<file path="src/rtl/axis_upsizer_pkg.sv">
// Shared helpers for the AXI-stream upsizer: width derivation for the lane counter.
package axis_upsizer_pkg;

  // Number of bits needed to hold values 0..value (at least one bit).
  function automatic int unsigned bits_for(input int unsigned value);
    int unsigned bits;
    bits = 1;
    for (int unsigned i = 1; i < 32; i++) begin
      if ((value >> i) != 0) bits = i + 1;
    end
    return bits;
  endfunction

endpackage

</file>
<file path="src/rtl/axis_upsizer_counter.sv">
// Bounded up-counter with synchronous reset to INIT_VALUE and optional wrap from UPPER to LOWER.
module axis_upsizer_counter #(
  parameter int unsigned WIDTH      = 2,
  parameter int unsigned LOWER      = 0,
  parameter int unsigned UPPER      = 3,
  parameter bit          WRAPAROUND = 1'b1,
  parameter int unsigned INIT_VALUE = 0
) (
  input  logic             clk,
  input  logic             rst,
  input  logic             ena,
  output logic [WIDTH-1:0] value
);

  always_ff @(posedge clk) begin
    if (rst) begin
      value <= WIDTH'(INIT_VALUE);
    end else if (ena) begin
      if (value == WIDTH'(UPPER)) begin
        if (WRAPAROUND) value <= WIDTH'(LOWER);
      end else begin
        value <= value + WIDTH'(1);
      end
    end
  end

endmodule

</file>
<file path="src/rtl/axis_upsizer.sv">
// Packs RATIO narrow AXI-stream beats into one wide beat; tlast flushes a partial word with a keep mask.
module axis_upsizer
  import axis_upsizer_pkg::*;
#(
  parameter int unsigned DATA_WIDTH = 8,
  parameter int unsigned RATIO      = 4
) (
  input  logic                        clk,
  input  logic                        rst,
  input  logic                        ena,
  input  logic                        s_axis_tvalid,
  output logic                        s_axis_tready,
  input  logic [DATA_WIDTH-1:0]       s_axis_tdata,
  input  logic                        s_axis_tlast,
  output logic                        m_axis_tvalid,
  input  logic                        m_axis_tready,
  output logic [DATA_WIDTH*RATIO-1:0] m_axis_tdata,
  output logic [RATIO-1:0]            m_axis_tkeep,
  output logic                        m_axis_tlast
);

  localparam int unsigned OUT_WIDTH = DATA_WIDTH * RATIO;
  localparam int unsigned CNT_WIDTH = bits_for(RATIO - 1);

  logic [CNT_WIDTH-1:0] cnt;
  logic [OUT_WIDTH-1:0] acc;
  logic [OUT_WIDTH-1:0] merged;
  logic [RATIO-1:0]     acc_keep;
  logic [RATIO-1:0]     merged_keep;
  logic                 last_lane;
  logic                 out_free;
  logic                 accept;
  logic                 closing;

  assign last_lane     = (cnt == CNT_WIDTH'(RATIO - 1));
  assign out_free      = ~m_axis_tvalid | m_axis_tready;
  // Non-final beats may land in the accumulator even while the output is stalled.
  assign s_axis_tready = ena & (out_free | (~last_lane & ~s_axis_tlast));
  assign accept        = s_axis_tvalid & s_axis_tready;
  assign closing       = accept & (last_lane | s_axis_tlast);

  // Lane counter; tlast forces an early return to lane 0.
  axis_upsizer_counter #(
    .WIDTH      (CNT_WIDTH),
    .LOWER      (0),
    .UPPER      (RATIO - 1),
    .WRAPAROUND (1'b1),
    .INIT_VALUE (0)
  ) u_lane_cnt (
    .clk   (clk),
    .rst   (rst | (ena & accept & s_axis_tlast)),
    .ena   (ena & accept),
    .value (cnt)
  );

  // Current beat merged into the accumulator at lane cnt.
  always_comb begin
    merged      = acc;
    merged_keep = acc_keep;
    for (int unsigned i = 0; i < RATIO; i++) begin
      if (cnt == CNT_WIDTH'(i)) begin
        merged[i*DATA_WIDTH +: DATA_WIDTH] = s_axis_tdata;
        merged_keep[i]                     = 1'b1;
      end
    end
  end

  always_ff @(posedge clk) begin
    if (rst) begin
      acc           <= '0;
      acc_keep      <= '0;
      m_axis_tvalid <= 1'b0;
      m_axis_tdata  <= '0;
      m_axis_tkeep  <= '0;
      m_axis_tlast  <= 1'b0;
    end else if (ena) begin
      if (closing) begin
        // Load replaces any word being consumed this cycle, so no bubble.
        m_axis_tdata  <= merged;
        m_axis_tkeep  <= merged_keep;
        m_axis_tlast  <= s_axis_tlast;
        m_axis_tvalid <= 1'b1;
        acc           <= '0;
        acc_keep      <= '0;
      end else begin
        if (accept) begin
          acc      <= merged;
          acc_keep <= merged_keep;
        end
        if (m_axis_tready) m_axis_tvalid <= 1'b0;
      end
    end
  end

endmodule
</file>
<file path="config.mk">
export PLATFORM = sky130hd
export DESIGN_NAME = axis_upsizer
export DESIGN_NICKNAME = d
export VERILOG_FILES = /design/src/rtl/axis_upsizer_pkg.sv /design/src/rtl/axis_upsizer_counter.sv /design/src/rtl/axis_upsizer.sv
export SDC_FILE = /design/constraint.sdc
export NUM_CORES = 1
export LEC_CHECK = 0
export CAP_MARGIN = 20
export CELL_PAD_IN_SITES_DETAIL_PLACEMENT = 0
export CELL_PAD_IN_SITES_GLOBAL_PLACEMENT = 2
export CORE_MARGIN = 2
export CORE_UTILIZATION = 29
export CTS_CLUSTER_DIAMETER = 120
export DETAILED_ROUTE_END_ITERATION = 12
export PLACE_DENSITY = 0.79
export SKIP_CTS_REPAIR_TIMING = 1
export SLEW_MARGIN = 30
export SYNTH_ARGS = -nofsm -noshare
export SYNTH_HDL_FRONTEND = slang
export SYNTH_SLANG_ARGS = --single-unit
</file>
<file path="constraint.sdc">
create_clock -name clk -period 1.6 [get_ports clk]
set_input_delay 0.24 -clock clk [delete_from_list [all_inputs] [get_ports clk]]
set_output_delay 0.24 -clock clk [all_outputs]
set_load 0.03 [all_outputs]
</file>
# --- Yosys cells after proc, flatten, opt, wreduce, memory -nomap -nowiden ---
# Index checks and enable logic that the tools add are counted.
word_totals:
  reg_bits: 76
  input_bits: 14
  out_inout_bits: 39
op_classes:
  addsub: 1
  eq_ne: 3
  muxes: 15
  bitwise_logic: 13
  n_reduce_logical: 6
ops:
  columns: ["op", "n"]
  rows:
  - ["32-bit 2-to-1 mux", 2]
  - ["8-bit 2-to-1 mux", 4]
  - ["4-bit 2-to-1 mux", 2]
  - ["1-bit AND", 6]
  - ["1-bit 2-to-1 mux", 6]
  - ["2-bit AND reduction", 3]
  - ["2-bit equality test (second input constant)", 2]
  - ["1-bit OR", 4]
  - ["2-bit nonzero test", 2]
  - ["1-bit NOT", 3]
  - ["2-bit by 1-bit adder with 2-bit output (second input constant)", 1]
  - ["2-bit by 1-bit equality test with 1-bit output (second input constant)", 1]
  - ["2-bit logical NOT", 1]
  - ["2-bit 2-to-1 mux", 1]

# --- Longest topological paths before layout ---
# Gate-level depths: netlist of run 1.
logic_depth:
  depth_word: 9
  ltp_mapped: 8
  ltp_nobuf: 6

# --- Cells and area by module ---
# From an unflattened synthesis of run 1, not the netlist that was laid out.
hier_totals:
  cells_unflattened: 362
  area_unflattened_um2: 3453.3
by_module_without_submodules:
  columns: ["mod", "n_inst", "cells_per_inst", "area_per_inst_um2", "seq_area_each_um2"]
  rows:
  - ["axis_upsizer", 1, 354, 3367.0, 1481.4]
  - ["axis_upsizer_counter", 1, 8, 86.3, 40.0]

# --- Least setup slack after synthesis of run 1 ---
# No wires, ideal clock.
synth_timing:
  path_kind: "reg2out"
  startpoint: "register u_lane_cnt.value[0]"
  endpoint: "output s_axis_tready"
  arrival_ns: 1.566
  required_ns: 1.360
  slack_ns: -0.206
  path_stages_with_launch: 5
  path_buffers: 1
  cell_sequence: "dfxtp_1 > ha_1 > or2_1 > buf_6 > a21boi_0"
synth_between:
  elab_chain_len: 5
synth_lines:
  columns: ["element", "line", "source"]
  rows:
  - ["from (decl)", "axis_upsizer_counter.sv:12", "output logic [WIDTH-1:0] value"]
  - ["from (signal assigned)", "axis_upsizer_counter.sv:17", "value <= WIDTH'(INIT_VALUE);"]
  - ["from (signal assigned)", "axis_upsizer_counter.sv:20", "if (WRAPAROUND) value <= WIDTH'(LOWER);"]
  - ["from (signal assigned)", "axis_upsizer_counter.sv:22", "value <= value + WIDTH'(1);"]
  - ["2-bit equality test", "axis_upsizer.sv:35", "assign last_lane = (cnt == CNT_WIDTH'(RATIO - 1));"]
  - ["1-bit NOT", "axis_upsizer.sv:38", "assign s_axis_tready = ena & (out_free | (~last_lane & ~s_axis_tlast));"]
  - ["1-bit AND", "axis_upsizer.sv:38", null]
  - ["1-bit OR", "axis_upsizer.sv:38", null]
  - ["1-bit AND", "axis_upsizer.sv:38", null]
  - ["to (decl)", "axis_upsizer.sv:12", "output logic s_axis_tready,"]
# Every way passes these cells.

# --- Worst setup path in the final report of run 1 ---
layout_timing:
  startpoint: "register u_lane_cnt.value[1]"
  endpoint: "output s_axis_tready"
# Same word-level chain as after synthesis.

==> impl_results.md, run 1 <==
- YS warnings: 0
- Slew HR: 0.6617
- Sink count of the clock tree: 76
- Inst Count DP: between 400 and 500
- Sequential power share: 0.454
- Final Setup Violations: 28
- Routed via count: 2409
- ANT cells: 0
- Final #Nets: approximately 400
- Slew @ Worst Pin: between 0.5 and 0.6 ns
- Detailed Route WL: between 7000 and 8000 um
- Syn nets: approximately 320
- Element type at the critical path start: flop
- Fillers: between 900 and 1000
- Logic pwr share: 0.145
- Tmin final: around 1.7 ns
- Count of cell types in the netlist: 24
- Post-synth top area cell: dfxtp_1
- Peak VDD IR: roughly 0.5 mV
- Top Ports: 53
- Overall die width: roughly 110 um
- Setup crit end kind: output port
- Asr flop ratio synth: 0
- P_sw: approximately 1.1 mW
- Clock power frac: 0.401
- Met2 usage: 0.2038
- Post-synthesis cell count: just over 300
- Largest net degree at the start of global routing: 31
- Commonest non-fill, non-tap cell in the layout: dfxtp_1
- Port bufs: 52
- Post-DR vias/cell: around 4.6
- Max_cap viols: 0
- Worst EP required: 1.36 ns
- Synth Cell Area: between 3000 and 4000 um^2
- Layout area overhead: 52.08%
- Total track usage: 0.1338
- Initial core utilization: 0.2973
- Final hold slack: 0.4591 ns
- Post-synth EDFFs: 0
- Clk buf depth: 2
- Area of the multi-input gates: roughly 1600 um^2
- Final period utilization: 1.093
- Crit path max fanout: 5
- Most frequent cells in the layout: dfxtp_1 (74), nor2_1 (56), mux2i_1 (54)
- Max Slew Vio Count: 0
- Register area: roughly 1500 um^2
- Final non-filler cell total: about 530
- Outcome: complete, but fails checks
- H-Tree Depth: 3
- Setup total negative slack: -1.903 ns
- First DRT Iteration DRCs: 54
- #FFs+latches synth: 76
- CTS Root Cell: clkbuf_8
- Highest Clock Rate: 0.5719 GHz
- CTS buffer count: 9
- Avg Inst Size Synth: ~10 um^2
- Share of cells above drive strength 1: 0.2641
- GRT met1 Usage: 0.1792
- R2r setup slk: -0.11 ns
- Routability-driven placement congestion ratio: approximately 0.74
- Post-route ant nets: 0
- Tightest Hold Check Type: reg2reg
- Power density cells: between 900 and 1000 nW/um^2
- RSZ-0062 raised after global routing: yes
- Worst skew pair latency: 0.35 ns
- Vias in the first global route: 2217
- Pint: ~3.3 mW
- Setup ws final: -0.1485 ns
- Pre-Repair DR Iteration Count: 4
- Num rows: 37
- Crit Path Category: reg2out
- Chip Height: between 100 and 150 um
- Arrival time at the worst endpoint: approximately 1.5 ns
- Pre-CTS setup slack: -0.2628 ns
- CTS tree: built
- Remaining DRCs: 0
- Core ar.: a little over 10000 um^2
- CTS clk-pin slew, worst paths: roughly 0.080 ns
- Top cell type's share of synthesized area: 0.5002
- WL/cell: around 15 um
- Leakage power total: between 2 and 2.5 nW
- Die area: roughly 11000 um^2
- Worst-case clock skew: roughly 0.013 ns
- Sequential share of the synthesized area: 0.5002
- DP Wirelength: 4988 um
- Sw frac: 0.2445
- Antenna violations before repair: 0
- Top Usage Layer GRT: met2
- Ys flop type: dfxtp_1
- Failing checks: setup timing
- Met3 GRT Util: 0.04108
- Global-route wire length before repair: between 10000 and 15000 um
- Gr ovfl total: 0
- Area contributors post-synth: dfxtp_1 (50%), mux2i_1 (19%), nor2_1 (9.0%)
- Final Hold Fails: 0
==> state kept, by name, indices dropped and copies added (netlist names) <==
| register | flops |
|---|---|
| acc | 32 |
| m_axis_tdata | 32 |
| acc_keep | 4 |
| m_axis_tkeep | 4 |
| u_lane_cnt.value | 2 |
| m_axis_tlast | 1 |
| m_axis_tvalid | 1 |
==> cell families (layout without fill, tap and decap cells) <==
family	count (synthesis)	count (layout)	synth area share
flip-flops	76	76	0.5002
AND/OR/NAND/NOR	95	95	0.1366
AO/OA/AOI/OAI	45	45	0.1057
adder cells (fa/ha/maj)	4	4	0.01645
buffers and inverters	27	113	0.05347
multiplexers	57	57	0.1876
==> critical path, stage by stage (launching register included) <==
cell and delay, ns:
dfxtp_2 0.34, ha_4 0.15, or2_1 0.24, buf_6 0.14
a21boi_2 0.14, buf_6 0.14
==> path summary, 6_finish.rpt <==
check                            from       endpoint  cells past startpoint
hold / removal                acc[30]        acc[30]                      1
setup / recovery  u_lane_cnt.value[1]  s_axis_tready                      5
hold reg to reg               acc[30]        acc[30]                      1
setup reg to reg  u_lane_cnt.value[1]        acc[15]                      8
==> cell usage after synthesis, types with 3 or more instances <==
library cell / instances
a211oi_1: 35
a21oi_1: 7
and2_1: 9
buf_2: 5
buf_4: 5
buf_6: 4
clkbuf_1: 5
clkbuf_2: 5
dfxtp_1: 76
ha_1: 4
inv_1: 3
mux2i_1: 57
nand2_1: 3
nand3_1: 3
nor2_1: 73
==> per-stage QoR <==
stage | util | cell area, um^2 | power, mW
global placement | 0.3764 | 3851 | 2.563
detailed placement | 0.3764 | 3851 | 2.568
floorplan | - | 3044 | 2.331
finish | 0.4521 | 4626 | 4.373
global route | 0.4521 | 4626 | 4.543
CTS | 0.3997 | 4089 | 4.319
==> power groups by stage <==
stage	clock [mW]	sequential (mW)	combinational (mW)
6_report	1.76	1.99	0.632
5_1_grt	1.88	1.99	0.672
4_1_cts	1.79	1.99	0.539
3_5_place_dp	0	2.03	0.537
3_3_place_gp	0	2.03	0.533
2_1_floorplan	0	2.12	0.211
==> routing by layer <==
layer	vias to the layer above	share of wire
li1	1214	-
met1	1143	0.48
met2	44	0.46
met3	8	0.038
met4	0	0.013
met5	-	0
==> layout make-up <==
cell class	count	share of cell area
tap	136	0.03679
sequential	76	0.3295
multi-input combinational	201	0.3403
clock buffer	10	0.02975
inverter	3	0.002434
timing repair buffer	95	0.2397
clock inverter	5	0.02164
Power figures use the tool's default switching activity.
==> inputs of run 2 (changes only) <==
--- a/config.mk
+++ b/config.mk
@@ -5,14 +5,15 @@
 export SDC_FILE = /design/constraint.sdc
 export NUM_CORES = 1
 export LEC_CHECK = 0
+export ABC_AREA = 1
 export CAP_MARGIN = 20
 export CELL_PAD_IN_SITES_DETAIL_PLACEMENT = 0
 export CELL_PAD_IN_SITES_GLOBAL_PLACEMENT = 2
 export CORE_MARGIN = 2
-export CORE_UTILIZATION = 29
+export CORE_UTILIZATION = 26
 export CTS_CLUSTER_DIAMETER = 120
 export DETAILED_ROUTE_END_ITERATION = 12
-export PLACE_DENSITY = 0.79
+export PLACE_DENSITY = 0.8
 export SKIP_CTS_REPAIR_TIMING = 1
 export SLEW_MARGIN = 30
 export SYNTH_ARGS = -nofsm -noshare
==> run 2 against run 1 <==
Compared with the run above: the flow now finishes without violations; register-to-register slack improved by 0.24 ns; final cell count rose by 48%; maximum frequency rose by 12%; synthesized cell count rose by 77%; critical path depth fell by 4; power rose by 11%; final area rose by 3.5%; clock power rose by 19%.
==> impl_results.md, run 2 <==
- Synth Cell Area: 3498 um^2 (was 3042 um^2)
- H-Tree Depth: 3 (unchanged)
- Slew @ Worst Pin: 0.3613 ns (was 0.5059 ns)
- Post-synth EDFFs: 0 (unchanged)
- Leakage power total: 2.768 nW (was 2.247 nW)
- Largest net degree at the start of global routing: 34 (was 31)
- Count of cell types in the netlist: 21 (was 24)
- Global-route wire length before repair: 14800 um (was 11470 um)
- Worst skew pair latency: 0.34 ns (was 0.35 ns)
- Setup ws final: 0.03480 ns (was -0.1485 ns)
- #FFs+latches synth: 76 (unchanged)
- Max_cap viols: 0 (unchanged)
- Element type at the critical path start: flop (unchanged)
- Top Registers: acc (32), m_axis_tdata (32) (unchanged)
- CTS Root Cell: clkbuf_16 (was clkbuf_8)
- Chip Height: 120.0 um (was 106.4 um)
- P_sw: 1.240 mW (was 1.069 mW)
- Gr ovfl total: 0 (unchanged)
- Asr flop ratio synth: 0 (unchanged)
- Area of the multi-input gates: 1515 um^2 (was 1574 um^2)
- Commonest non-fill, non-tap cell in the layout: nand2_1 (was dfxtp_1)
- YS warnings: 0 (unchanged)
- Crit Path Category: reg2out (unchanged)
- Clock power frac: 0.431 (was 0.401)
- Top Ports: 53 (unchanged)
- WL/cell: 11.80 um (was 14.99 um)
- Routed via count: 3190 (was 2409)
- Antenna violations before repair: 0 (unchanged)
- Post-DR vias/cell: 4.111 (was 4.580)
- Top post-synthesis cells by count: nand2_1 (156), nor2_1 (90), inv_1 (85), dfxtp_1 (76), o21ai_0 (31) (was dfxtp_1 (76), nor2_1 (73), mux2i_1 (57), a211oi_1 (35), and2_1 (9))
- Crit-path cells: clkdlybuf4s50_1 (was ha_4 -> or2_1 -> buf_6 -> a21boi_2 -> buf_6)
- Avg Inst Size Synth: 6.515 um^2 (was 10.01 um^2)
- Initial core utilization: 0.2652 (was 0.2973)
- Pre-Repair DR Iteration Count: 4 (unchanged)
- Setup crit end kind: output port (unchanged)
- Worst-case clock skew: 0.006661 ns (was 0.01310 ns)
- Total track usage: 0.1308 (was 0.1338)
- Routability-driven placement congestion ratio: 0.7492 (was 0.7448)
- CTS tree: built (unchanged)
- Register area: 1526 um^2 (was 1524 um^2)
- Power density cells: 1013 nW/um^2 (was 945.4 nW/um^2)
- Most frequent cells in the layout: nand2_1 (156), nor2_1 (90), inv_1 (85) (was dfxtp_1 (74), nor2_1 (56), mux2i_1 (54))
- Tightest Hold Check Type: reg2reg (unchanged)
- Port bufs: 52 (unchanged)
- Sw frac: 0.2556 (was 0.2445)
- Sequential power share: 0.417 (was 0.454)
- Crit path max fanout: 2 (was 5)
- Crit path buf inv count: 1 (was 2)
- Post-synthesis cell count: 537 (was 304)
- Area contributors post-synth: dfxtp_1 (43%), nand2_1 (17%), nor2_1 (9.7%) (was dfxtp_1 (50%), mux2i_1 (19%), nor2_1 (9.0%))
- Outcome: completed (was complete, but fails checks)
- Top cell type's share of synthesized area: 0.4349 (was 0.5002)
- Sink count of the clock tree: 76 (unchanged)
- Post-route ant nets: 0 (unchanged)
- Pint: 3.613 mW (was 3.304 mW)
- Setup total negative slack: 0 ns (was -1.903 ns)
- Overall die width: 120.0 um (was 106.4 um)
- Finished Core Util: 0.3631 (was 0.4521)
- Final hold slack: 0.4280 ns (was 0.4591 ns)
- CP max-delay cell: clkdlybuf4s50_1 (was dfxtp_2)
- Peak VDD IR: 0.4038 mV (was 0.5060 mV)
- Worst EP required: 1.36 ns (about the same)
- Highest Clock Rate: 0.6389 GHz (was 0.5719 GHz)
- Syn nets: 555 (was 322)
- Fillers: 1387 (was 974)
- Crit-path max cell delay: 0.66 ns (was 0.34 ns)
- Final #Nets: 614 (was 404)
- Max Slew Vio Count: 0 (unchanged)
- Final Hold Fails: 0 (unchanged)
- Cell with the most instances after synthesis: nand2_1 (was dfxtp_1)
- Ys flop type: dfxtp_1 (unchanged)
- Share of cells above drive strength 1: 0.09000 (was 0.2641)
- Total power: 4.853 mW (was 4.373 mW)
- Tmin final: 1.565 ns (was 1.749 ns)
- Post-synth top area cell: dfxtp_1 (unchanged)
- Pre-CTS setup slack: -0.03954 ns (was -0.2628 ns)
- DP Wirelength: 6377 um (was 4988 um)
- CTS clk-pin slew, worst paths: 0.06 ns (was 0.08 ns)
- Slew HR: 0.7582 (was 0.6617)
- Die area: 14400 um^2 (was 11320 um^2)
- CTS buffer count: 9 (unchanged)
- Final period utilization: 0.9782 (was 1.093)
- Final Setup Violations: 0 (was 28)
- ANT cells: 0 (unchanged)
- Num rows: 42 (was 37)
- Remaining DRCs: 0 (unchanged)
- Clk buf depth: 2 (unchanged)
- First DRT Iteration DRCs: 177 (was 54)
- CP delay by family, top: buffers and inverters (was flip-flops)
- Layout area overhead: 36.91% (was 52.08%)
- Core ar.: 13190 um^2 (was 10230 um^2)
- Detailed Route WL: 9156 um (was 7885 um)
- Arrival time at the worst endpoint: 1.33 ns (was 1.51 ns)
- Logic pwr share: 0.152 (was 0.145)
- Sequential share of the synthesized area: 0.4349 (was 0.5002)
- Vias in the first global route: 2934 (was 2217)
==> run 2: cell types whose count changed in the layout (fill, tap and decap cells not counted), moves of 9 or more <==
cell and delta:
a211oi_1 -19, and2_1 -9, buf_6 -13, a21oi_1 +16
inv_1 +82, nor2_1 +34, nor2b_1 +10, mux2i_1 -54
nor2_2 -11, a211oi_2 -16, nand2_1 +153, o21ai_0 +31
==> run 2: metal layers <==
layer,GRT usage,up-vias,share of wire
met3,0.03279,12,0.039
met5,0,-,0
met4,0.04632,0,0.013
met1,0.1793,1414,0.52
met2,0.1989,51,0.43
li1,-,1713,-
==> run 2: power groups by stage <==
stage	Clock [mW]	Combinational (mW)	Sequential [mW]
3_5_place_dp	0	0.744	2.07
2_1_floorplan	0	0.362	2.16
4_1_cts	2.16	0.748	2.03
3_3_place_gp	0	0.737	2.07
6_report	2.09	0.738	2.03
5_1_grt	2.23	0.821	2.04
==> run 2: path summary, 6_finish.rpt <==
kind                                         to  cells past startpoint  slack, ns                 from
worst max-delay path            m_axis_tdata[3]                      1       0.03      m_axis_tdata[3]
worst min register to register          acc[27]                      2       0.43              acc[27]
worst min-delay path                    acc[27]                      2       0.43              acc[27]
worst max register to register           acc[4]                      7       0.13  u_lane_cnt.value[0]
==> run 2: final cells by class <==
type                            count  share of cell area
Inverter                           87             0.06870
Multi-Input combinational cell    343              0.3164
Timing Repair Buffer               79              0.1868
Clock inverter                      1            0.006270
Tap cell                          176             0.04598
Clock buffer                       14             0.05721
Sequential cell                    76              0.3187
==> run 2: per-stage QoR <==
step	instances	instance area, um^2
CTS	774	4652
global route	776	4790
finish	776	4790
global placement	759	4348
detailed placement	759	4348
floorplan	537	3498
==> run 2: cell families (layout without fill, tap and decap cells) <==
group / count (synthesis) / in the layout / synth area share
compound gates: 60 / 60 / 0.08584
fa+ha+maj: 4 / 4 / 0.01431
buf+inv: 118 / 181 / 0.1427
flops: 76 / 76 / 0.4349
simple gates: 279 / 279 / 0.3222
==> inputs of run 3 (changes only) <==
--- a/config.mk
+++ b/config.mk
@@ -7,12 +7,13 @@
 export LEC_CHECK = 0
 export ABC_AREA = 1
 export CAP_MARGIN = 20
-export CELL_PAD_IN_SITES_DETAIL_PLACEMENT = 0
-export CELL_PAD_IN_SITES_GLOBAL_PLACEMENT = 2
+export CELL_PAD_IN_SITES_DETAIL_PLACEMENT = 1
+export CELL_PAD_IN_SITES_GLOBAL_PLACEMENT = 1
 export CORE_MARGIN = 2
-export CORE_UTILIZATION = 26
+export CORE_UTILIZATION = 40
 export CTS_CLUSTER_DIAMETER = 120
 export DETAILED_ROUTE_END_ITERATION = 12
+export DONT_BUFFER_PORTS = 1
 export PLACE_DENSITY = 0.8
 export SKIP_CTS_REPAIR_TIMING = 1
 export SLEW_MARGIN = 30
==> run 3 against run 2 <==
Compared with the run above: the run now ends with setup timing left; maximum frequency decreased by 5.1%; worst setup slack got worse by 0.084 ns; non-clock buffer count decreased by 50; final cell count decreased by 15%.
==> impl_results.md, run 3 (same netlist as run 2, synthesis figures left out) <==
- Final period utilization: 1.031 (was 0.9782)
- Max_cap viols: 0 (unchanged)
- Placed inst area: 3660 um^2 (was 4348 um^2)
- Highest Clock Rate: 0.6062 GHz (was 0.6389 GHz)
- Slew HR: 0.7045 (was 0.7582)
- Sink count of the clock tree: 76 (unchanged)
- FF-to-FF Start: u_lane_cnt.value[0] (unchanged)
- Cell area after layout: 3960 um^2 (was 4790 um^2)
- Final Hold Fails: 0 (unchanged)
- Overall die width: 97.52 um (was 120.0 um)
- Fillers: 1169 (was 1387)
- Logic pwr share: 0.120 (was 0.152)
- Pre-Repair DR Iteration Count: 4 (unchanged)
- CTS tree: built (unchanged)
- Top Registers: acc (32), m_axis_tdata (32) (unchanged)
- CTS Root Cell: clkbuf_8 (was clkbuf_16)
- Most frequent cells in the layout: nand2_1 (156), nor2_1 (89), inv_1 (85) (was nand2_1 (156), nor2_1 (90), inv_1 (85))
- Chip Height: 97.52 um (was 120.0 um)
- Worst-case clock skew: 0.01211 ns (was 0.006661 ns)
- First DRT Iteration DRCs: 145 (was 177)
- Remaining DRCs: 0 (unchanged)
- Slew @ Worst Pin: 0.4386 ns (was 0.3613 ns)
- Gr ovfl total: 0 (unchanged)
- Share of cells above drive strength 1: 0.1034 (was 0.09000)
- P_sw: 1.168 mW (was 1.240 mW)
- Global-route wire length before repair: 15760 um (was 14800 um)
- Outcome: complete, but fails checks (was completed)
- Setup ws final: -0.04957 ns (was 0.03480 ns)
- Routed via count: 3244 (was 3190)
- Tightest Hold Check Type: in2reg (was reg2reg)
- Pint: 2.973 mW (was 3.613 mW)
- Antenna violations before repair: 0 (unchanged)
- CTS clk-pin slew, worst paths: 0.07 ns (was 0.06 ns)
- Element type at the critical path start: flop (unchanged)
- Max Slew Vio Count: 0 (unchanged)
- Worst skew pair latency: 0.35 ns (was 0.34 ns)
- H-Tree Depth: 3 (unchanged)
- Failing checks: setup timing
- Peak VDD IR: 0.4419 mV (was 0.4038 mV)
- Clock power frac: 0.366 (was 0.431)
- Layout area overhead: 13.20% (was 36.91%)
- RSZ-0062 raised after global routing: yes
- Setup crit end kind: output port (unchanged)
- Commonest non-fill, non-tap cell in the layout: nand2_1 (unchanged)
- Top Ports: 53 (unchanged)
- Sw frac: 0.2821 (was 0.2556)
- Worst setup path start: u_lane_cnt.value[0] (was m_axis_tdata[3])
- Post-route ant nets: 0 (unchanged)
- Crit path max fanout: 5 (was 2)
- Sequential power share: 0.514 (was 0.417)
- Power density cells: 1046 nW/um^2 (was 1013 nW/um^2)
- Clk buf depth: 2 (unchanged)
- Leakage power total: 1.958 nW (was 2.768 nW)
- Total track usage: 0.2049 (was 0.1308)
- Largest net degree at the start of global routing: 32 (was 34)
- Post-DR vias/cell: 4.923 (was 4.111)
- CTS buffer count: 9 (unchanged)
- WL/cell: 14.56 um (was 11.80 um)
- Initial core utilization: 0.4071 (was 0.2652)
- Crit Path Category: reg2out (unchanged)
- Core ar.: 8593 um^2 (was 13190 um^2)
- Port bufs: 0 (was 52)
- Routability-driven placement congestion ratio: 0.8378 (was 0.7492)
- Worst EP required: 1.36 ns (about the same)
- Hold Startpoint: ena (was acc[27])
- Num rows: 34 (was 42)
- Register area: 1526 um^2 (unchanged)
- Area of the multi-input gates: 1510 um^2 (was 1515 um^2)
- Detailed Route WL: 9594 um (was 9156 um)
- Final Setup Violations: 1 (was 0)
- ANT cells: 0 (unchanged)
- Arrival time at the worst endpoint: 1.41 ns (was 1.33 ns)
- Die area: 9510 um^2 (was 14400 um^2)
- Vias in the first global route: 3299 (was 2934)
- Final #Nets: 564 (was 614)
- Final hold slack: 0.06613 ns (was 0.4280 ns)
- DP Wirelength: 6601 um (was 6377 um)
- Tmin final: 1.650 ns (was 1.565 ns)
[run 3: final timing paths]
path | depth (start not counted) | endpoint | slack (ns)
min reg2reg | 2 | acc[30] | 0.44
max reg2reg | 7 | m_axis_tdata[20] | 0.06
min | 2 | u_lane_cnt.value[0] | 0.07
max | 6 | s_axis_tready | -0.05
[run 3: power by group through the flow]
stage                     clock network, mW  registers [mW]  logic (mW)
final                                  1.51            2.13       0.498
after detailed placement                  0            2.17       0.467
after global placement                    0            2.17       0.439
after global routing                   1.62            2.14       0.574
after CTS                              1.55            2.13       0.473
after floorplan                           0            2.16       0.362
[run 3: area by class of cell]
| type | count | area share |
|---|---|---|
| sequential | 76 | 0.3855 |
| clock buffer | 12 | 0.03918 |
| clock inverter | 4 | 0.01201 |
| tap | 108 | 0.03412 |
| timing repair buffer | 29 | 0.06477 |
| multi-input combinational | 343 | 0.3814 |
| inverter | 87 | 0.08310 |
[run 3: critical path, stage by stage (launching register included)]
cell and delay [ns]:
dfxtp_4 0.37, ha_4 0.17, inv_4 0.07, nand2_4 0.06
a21oi_2 0.12, buf_4 0.15, buf_6 0.13
[run 3: stage by stage]
stage          TNS [ns]  setup slack, ns  utilization  instances  power [mW]
2_1_floorplan         0          0.09412            -        537       2.524
3_3_place_gp          0          0.08467       0.4259        636       2.608
3_5_place_dp          0          0.04002       0.4259        636       2.642
4_1_cts         -0.3592          -0.3592       0.4495        652       4.151
5_1_grt         -0.1202          -0.1013       0.4608        659       4.336
6_report       -0.04957         -0.04957       0.4608        659       4.140
[run 3: per-layer routing]
layer,wire length (um),vias to the layer above,global-route usage
li1,-,1612,-
met1,4313,1544,0.2632
met2,4705,73,0.3443
met3,410,15,0.03525
met4,165,0,0.07692
met5,0,-,0
